==> config.mk <==
export PLATFORM = sky130hd
export DESIGN_NAME = ysyx_23060191_idu_pipe
export DESIGN_NICKNAME = d
export VERILOG_FILES = /design/src/rtl/ysyx_23060191_idu_pipe.sv
export SDC_FILE = /design/constraint.sdc
export NUM_CORES = 1
export LEC_CHECK = 0
export ABC_AREA = 0
export BUFFER_PORTS_ARGS = -buffer_cell sky130_fd_sc_hd__buf_2
export CAP_MARGIN = 10
export CORE_UTILIZATION = 55
export CTS_BUF_LIST = sky130_fd_sc_hd__clkbuf_8
export DETAILED_ROUTE_END_ITERATION = 7
export PLACE_DENSITY_LB_ADDON = 0.15
export SLEW_MARGIN = 10
export SYNTH_ARGS = -nofsm -noshare
export SYNTH_HDL_FRONTEND = slang
export SYNTH_SLANG_ARGS = --single-unit
==> constraint.sdc <==
create_clock -name i_clk -period 5.65 [get_ports i_clk]
set_input_delay 1.13 -clock i_clk [delete_from_list [all_inputs] [get_ports i_clk]]
set_output_delay 1.13 -clock i_clk [all_outputs]
set_load 0.02 [all_outputs]
==> src/rtl/ysyx_23060191_idu_pipe.sv <==
// Buffered decode stage: a DEPTH-entry {inst,pc} FIFO whose head is decoded combinationally,
// with a RUN/HOLD gate that stalls issue behind serialising instructions until the back end acks.
module ysyx_23060191_idu_pipe #(
  parameter int XLEN  = 32,
  parameter int PC_W  = 32,
  parameter int DEPTH = 4
) (
  input  logic              i_clk,
  input  logic              i_rst_n,
  input  logic              i_valid,
  output logic              o_ready,
  input  logic [31:0]       i_inst,
  input  logic [PC_W-1:0]   i_pc,
  input  logic              i_flush,
  input  logic              i_serial_done,
  output logic              o_valid,
  input  logic              i_ready,
  output logic [PC_W-1:0]   o_pc,
  output logic [3:0]        o_cls,
  output logic [2:0]        o_func3,
  output logic [6:0]        o_func7,
  output logic              o_rd_wen,
  output logic [4:0]        o_rd_addr,
  output logic [4:0]        o_rs1_addr,
  output logic [4:0]        o_rs2_addr,
  output logic [XLEN-1:0]   o_imm,
  output logic [11:0]       o_csr_addr,
  output logic              o_illegal
);

  localparam int          AW       = $clog2(DEPTH);
  localparam logic [AW:0] FULL_CNT = (AW+1)'(DEPTH);

  localparam logic [3:0] CLS_ALU_R   = 4'd0;
  localparam logic [3:0] CLS_ALU_I   = 4'd1;
  localparam logic [3:0] CLS_LOAD    = 4'd2;
  localparam logic [3:0] CLS_STORE   = 4'd3;
  localparam logic [3:0] CLS_BRANCH  = 4'd4;
  localparam logic [3:0] CLS_JAL     = 4'd5;
  localparam logic [3:0] CLS_JALR    = 4'd6;
  localparam logic [3:0] CLS_LUI     = 4'd7;
  localparam logic [3:0] CLS_AUIPC   = 4'd8;
  localparam logic [3:0] CLS_CSR     = 4'd9;
  localparam logic [3:0] CLS_ECALL   = 4'd10;
  localparam logic [3:0] CLS_MRET    = 4'd11;
  localparam logic [3:0] CLS_ILLEGAL = 4'd15;

  typedef enum logic {ST_RUN, ST_HOLD} state_t;

  function automatic logic [3:0] dec_cls(input logic [31:0] inst);
    logic [3:0] cls;
    cls = CLS_ILLEGAL;
    if (inst[1:0] == 2'b11) begin
      case (inst[6:0])
        7'b0110011: cls = CLS_ALU_R;
        7'b0010011: cls = CLS_ALU_I;
        7'b0000011: cls = CLS_LOAD;
        7'b0100011: cls = CLS_STORE;
        7'b1100011: cls = CLS_BRANCH;
        7'b1101111: cls = CLS_JAL;
        7'b1100111: cls = CLS_JALR;
        7'b0110111: cls = CLS_LUI;
        7'b0010111: cls = CLS_AUIPC;
        7'b1110011: begin
          if (inst[14:12] != 3'b000)     cls = CLS_CSR;
          else if (inst == 32'h00000073) cls = CLS_ECALL;
          else if (inst == 32'h30200073) cls = CLS_MRET;
          else                           cls = CLS_ILLEGAL;
        end
        default:    cls = CLS_ILLEGAL;
      endcase
    end
    return cls;
  endfunction

  // Each immediate is built at its natural signed width, then sign-extended to XLEN.
  function automatic logic signed [XLEN-1:0] dec_imm(input logic [31:0] inst,
                                                     input logic [3:0]  cls);
    logic signed [11:0]     imm_i;
    logic signed [11:0]     imm_s;
    logic signed [12:0]     imm_b;
    logic signed [20:0]     imm_j;
    logic signed [31:0]     imm_u;
    logic signed [XLEN-1:0] imm;
    imm_i = inst[31:20];
    imm_s = {inst[31:25], inst[11:7]};
    imm_b = {inst[31], inst[7], inst[30:25], inst[11:8], 1'b0};
    imm_j = {inst[31], inst[19:12], inst[20], inst[30:21], 1'b0};
    imm_u = {inst[31:12], 12'b0};
    case (cls)
      CLS_ALU_I, CLS_LOAD, CLS_JALR: imm = XLEN'(imm_i);
      CLS_STORE:                     imm = XLEN'(imm_s);
      CLS_BRANCH:                    imm = XLEN'(imm_b);
      CLS_JAL:                       imm = XLEN'(imm_j);
      CLS_LUI, CLS_AUIPC:            imm = XLEN'(imm_u);
      default:                       imm = '0;
    endcase
    return imm;
  endfunction

  logic [31:0]     inst_mem [DEPTH];
  logic [PC_W-1:0] pc_mem   [DEPTH];
  logic [AW-1:0]   wptr;
  logic [AW-1:0]   rptr;
  logic [AW:0]     count;
  state_t          state;
  state_t          state_nxt;

  logic                   empty;
  logic                   push;
  logic                   pop;
  logic [31:0]            inst_p0;
  logic [PC_W-1:0]        pc_p0;
  logic [3:0]             cls_p0;
  logic                   serial_p0;
  logic                   rd_wen_p0;
  logic [4:0]             rd_p0;
  logic [4:0]             rs1_p0;
  logic [4:0]             rs2_p0;
  logic signed [XLEN-1:0] imm_p0;
  logic [11:0]            csr_p0;
  logic                   vld_p0;

  assign empty   = (count == '0);
  assign o_ready = (count != FULL_CNT);
  assign push    = i_valid && o_ready && !i_flush;
  assign pop     = vld_p0 && i_ready && !i_flush;

  // FIFO storage carries no reset; occupancy is tracked by the pointers and count alone.
  always_ff @(posedge i_clk) begin
    if (push) begin
      inst_mem[wptr] <= i_inst;
      pc_mem[wptr]   <= i_pc;
    end
  end

  always_ff @(posedge i_clk or negedge i_rst_n) begin
    if (!i_rst_n) begin
      wptr  <= '0;
      rptr  <= '0;
      count <= '0;
    end else if (i_flush) begin
      wptr  <= '0;
      rptr  <= '0;
      count <= '0;
    end else begin
      if (push) wptr <= wptr + AW'(1);
      if (pop)  rptr <= rptr + AW'(1);
      case ({push, pop})
        2'b10:   count <= count + (AW+1)'(1);
        2'b01:   count <= count - (AW+1)'(1);
        default: count <= count;
      endcase
    end
  end

  always_ff @(posedge i_clk or negedge i_rst_n) begin
    if (!i_rst_n) state <= ST_RUN;
    else          state <= state_nxt;
  end

  always_comb begin
    state_nxt = state;
    case (state)
      ST_RUN:  if (pop && serial_p0) state_nxt = ST_HOLD;
      ST_HOLD: if (i_serial_done)    state_nxt = ST_RUN;
      default: state_nxt = ST_RUN;
    endcase
    if (i_flush) state_nxt = ST_RUN;
  end

  // Stage p0: combinational decode of the FIFO head.
  always_comb begin
    inst_p0   = inst_mem[rptr];
    pc_p0     = pc_mem[rptr];
    cls_p0    = dec_cls(inst_p0);
    serial_p0 = cls_p0 inside {CLS_CSR, CLS_ECALL, CLS_MRET, CLS_ILLEGAL};
    rd_wen_p0 = (cls_p0 inside {CLS_ALU_R, CLS_ALU_I, CLS_LOAD, CLS_JAL, CLS_JALR,
                                CLS_LUI, CLS_AUIPC, CLS_CSR}) && (inst_p0[11:7] != 5'd0);
    rd_p0     = rd_wen_p0 ? inst_p0[11:7] : 5'd0;
    rs1_p0    = 5'd0;
    if (cls_p0 inside {CLS_ALU_R, CLS_ALU_I, CLS_LOAD, CLS_STORE, CLS_BRANCH, CLS_JALR, CLS_CSR})
      rs1_p0 = inst_p0[19:15];
    else if (cls_p0 == CLS_ECALL)
      rs1_p0 = 5'd15;
    rs2_p0    = (cls_p0 inside {CLS_ALU_R, CLS_STORE, CLS_BRANCH}) ? inst_p0[24:20] : 5'd0;
    imm_p0    = dec_imm(inst_p0, cls_p0);
    csr_p0    = (cls_p0 == CLS_CSR) ? inst_p0[31:20] : 12'd0;
    vld_p0    = (state == ST_RUN) && !empty;
  end

  // Every bundle field is masked by valid so a stalled or empty stage presents all zeros.
  assign o_valid    = vld_p0;
  assign o_pc       = pc_p0 & {PC_W{vld_p0}};
  assign o_cls      = cls_p0 & {4{vld_p0}};
  assign o_func3    = inst_p0[14:12] & {3{vld_p0}};
  assign o_func7    = inst_p0[31:25] & {7{vld_p0}};
  assign o_rd_wen   = rd_wen_p0 & vld_p0;
  assign o_rd_addr  = rd_p0 & {5{vld_p0}};
  assign o_rs1_addr = rs1_p0 & {5{vld_p0}};
  assign o_rs2_addr = rs2_p0 & {5{vld_p0}};
  assign o_imm      = imm_p0 & {XLEN{vld_p0}};
  assign o_csr_addr = csr_p0 & {12{vld_p0}};
  assign o_illegal  = (cls_p0 == CLS_ILLEGAL) & vld_p0;

endmodule

==> qor.csv <==
metric,value,unit
worstSkewPairLatency,0.54,ns
path_cells,buf_4 -> mux4_1 -> nor4_2 -> nand4_1 -> nor4b_4 -> o211ai_2 -> a211oi_4 -> nor2_1 -> buf_2,
path_delay_family,simple AND/OR/NAND/NOR gates,
worstMarginPinSlew,1.03,ns
synth_top_cells_by_count,"edfxtp_1, nand2_1, mux4_2, nor2_1, and2_1",
grt_overflow_total,0,
switchingPower,0.00218,W
ys_seq_area_frac,0.707,
yosysMostFrequentCell,edfxtp_1,
worst_setup_path_end_kind,output pin,
ys_async_sr_fraction,0.0303,
die_area,0.0208,mm²
vias,6620,
seqPwrFrac,0.395,
drive_above_1_share,0.350,
p_total,0.00601,W
status,"complete, no violations",
synth_top_cell_by_area,edfxtp_1,
synth_seq_cells,264,
ctsResizeCount,0,
grt_max_degree,65,
cts_buffers,43,
drt_wl_total,24500,µm
holdWs,0.435,ns
pwr-share-clk,0.234,
sw_frac_of_total,0.363,
slew_headroom,0.310,
critPathBufInv,2,
placed_area,0.0123,mm²
drt_iter0_drc,438,
finalClockSkew,0.0120,ns
p_leak,4.78,nW
antenna_left,0,
postSynthNetCount,723,
routed_via_density,5.80,
htreeDepth,2,
synth_ff_type,edfxtp_1,
synthCells,648,
worst_path_max_delay_cell,mux4_1,
fin_area,0.0131,mm²
port_buffers,178,
rsz0062_at_grt,no,
clk_pin_slew_worst_paths,0.06,ns
antenna_found_initial,3,
io_pins,179,
critical_path_class,reg2out,
cts-root-buf,clkbuf_8,
grt_pass1_vias,6825,
hold_viol_final,0,
fin_nets,923,
p_int,0.00383,W
coreArea,0.0197,mm²
max_stage_delay,0.73,ns
core.rowCount,51,
dp_hpwl,15300,µm
grt_pass1_wl,36300,µm
synth.cell_area,0.0111,mm²
max_freq,189,MHz
drt_drc_violations_left,0,
start_kind,flip-flop,
setup_viol,0,
grt_usage,0.237,
dr.pass1.iters,5,
start_util,0.567,
yosysTopAreaCellShare,0.689,
clockBufferDepth,3,
syn_to_final_growth,17.2,%
period_share,0.939,
hold_class,in2async,
yosys_warnings,0,
setup_tns,0,ns
die_x,144,µm
synth_edf_count,256,
fillers,1433,
place.gp.congestion,0.918,
synthTopCellsByArea,"edfxtp_1, mux4_2, mux4_1",
slew_violations,0,
crit_required,4.52,ns
clock-sinks,264,
path_max_fanout,15,
finalCriticalPeriod,5.30,ns
post_synth.cell_area_avg,17.2,µm²
chipHeight,144,µm
pwr-share-comb,0.371,
arrival,4.17,ns
cap_violations,0,
yosysUniqueCellTypes,57,
p_per_area,460,mW/mm²
cts_tree,yes,
max-vdd-ir-drop,0.337,mV
wire_per_inst,21.5,µm
## flip-flops by register name, indices dropped and copies added (netlist names)
name / flops
count: 3
inst_mem: 128
pc_mem: 128
rptr: 2
state: 1
wptr: 2
## logic make-up (layout without fill, tap and decap cells)
group                      count (synthesis)  in the layout  synth area share
AOI/OAI and AO/OA                         69             69            0.0438
xor gates and xnor gates                   8              8           0.00696
adders and majority gates                  5              5           0.00628
buffers and inverters                     47            274            0.0186
DFF                                      264            264             0.707
muxes                                     66             66             0.133
other                                      0              2                 0
and+or+nand+nor                          189            189            0.0843
## final cells by class
type,instances,area [µm²],share of cell area
multi-input cells,337,3060,0.235
inverters,15,56.3,0.00431
clock inverters,28,118,0.00900
flip-flops and latches,264,7890,0.604
diodes,2,5.00,0.000383
repair buffers,187,991,0.0759
clock buffers,44,606,0.0464
well taps,265,332,0.0254
## worst paths after layout
kind | start | to | slack (ns) | cells after the start
worst max-delay path | rptr[0] | o_rd_addr[3] | 0.35 | 9
worst min-delay path | i_rst_n | rptr[0] | 0.43 | 1
worst max register to register | rptr[0] | state | 2.37 | 8
worst min register to register | count[2] | count[2] | 0.60 | 2
max in group asynchronous | i_rst_n | rptr[1] | 5.02 | 1
min in group i_clk | count[2] | count[2] | 0.60 | 2
## placed cells by master (no fill, tap or decap), types with 3 or more instances in the layout
cell type  count
edfxtp_1     256
buf_2        178
nand2_1       53
mux4_2        51
nor2_1        48
clkbuf_8      44
and2_1        37
a21oi_1       31
inv_1         29
nor3_1        12
mux4_1        11
clkinv_1       8
and3_1         7
buf_4          7
nand3_1        6
dfrtp_1        6
nor2b_1        5
nor4_1         4
xor2_1         4
o21ai_0        4
a22o_1         4
o21a_1         4
and2_4         4
ha_1           4
mux2i_1        3
nand2b_1       3
a211oi_1       3
a31oi_1        3
xnor2_1        3
clkinv_2       3
## power by group through the flow
stage	Combinational, W	Sequential [W]	Clock (W)
6_report	0.00223	0.00237	0.00141
3_5_place_dp	0.00217	0.00243	0
2_1_floorplan	0.00157	0.00236	0
5_1_grt	0.00239	0.00238	0.00152
4_1_cts	0.00219	0.00239	0.00144
3_3_place_gp	0.00216	0.00242	0
## worst reg2reg max path, cell delays in order, from the launching register on
cell and delay [ns]:
dfrtp_4 0.63, buf_4 0.39, mux4_1 0.74, nor4_2 0.26, nand4_1 0.19, nor4b_4 0.41
o211ai_2 0.22, a211oi_1 0.25, nor3_1 0.07
## timing repair
action,4_1_cts,5_1_grt
hold buffers,0,0
setup buffers,0,1
hold endpoints to repair,0,0
endpoints found under the setup margin,0,4
## stage by stage
stage                     std cells   util  worst slack, ns
final                          1142  0.665            0.345
after global routing           1142  0.665            0.144
after CTS                      1139  0.663            0.172
after detailed placement       1067  0.626            0.733
after global placement         1067  0.626            0.893
after floorplan                 648      -             1.61
## metal layers
layer  vias up  GRT usage  share of wire
met5         -          0        0.00041
met4         2     0.0837          0.019
met3        39     0.0543          0.075
met2       308      0.396           0.50
met1      3327      0.308           0.40
li1       2944          -              -
Note: power is estimated with default switching activity, not from simulation.
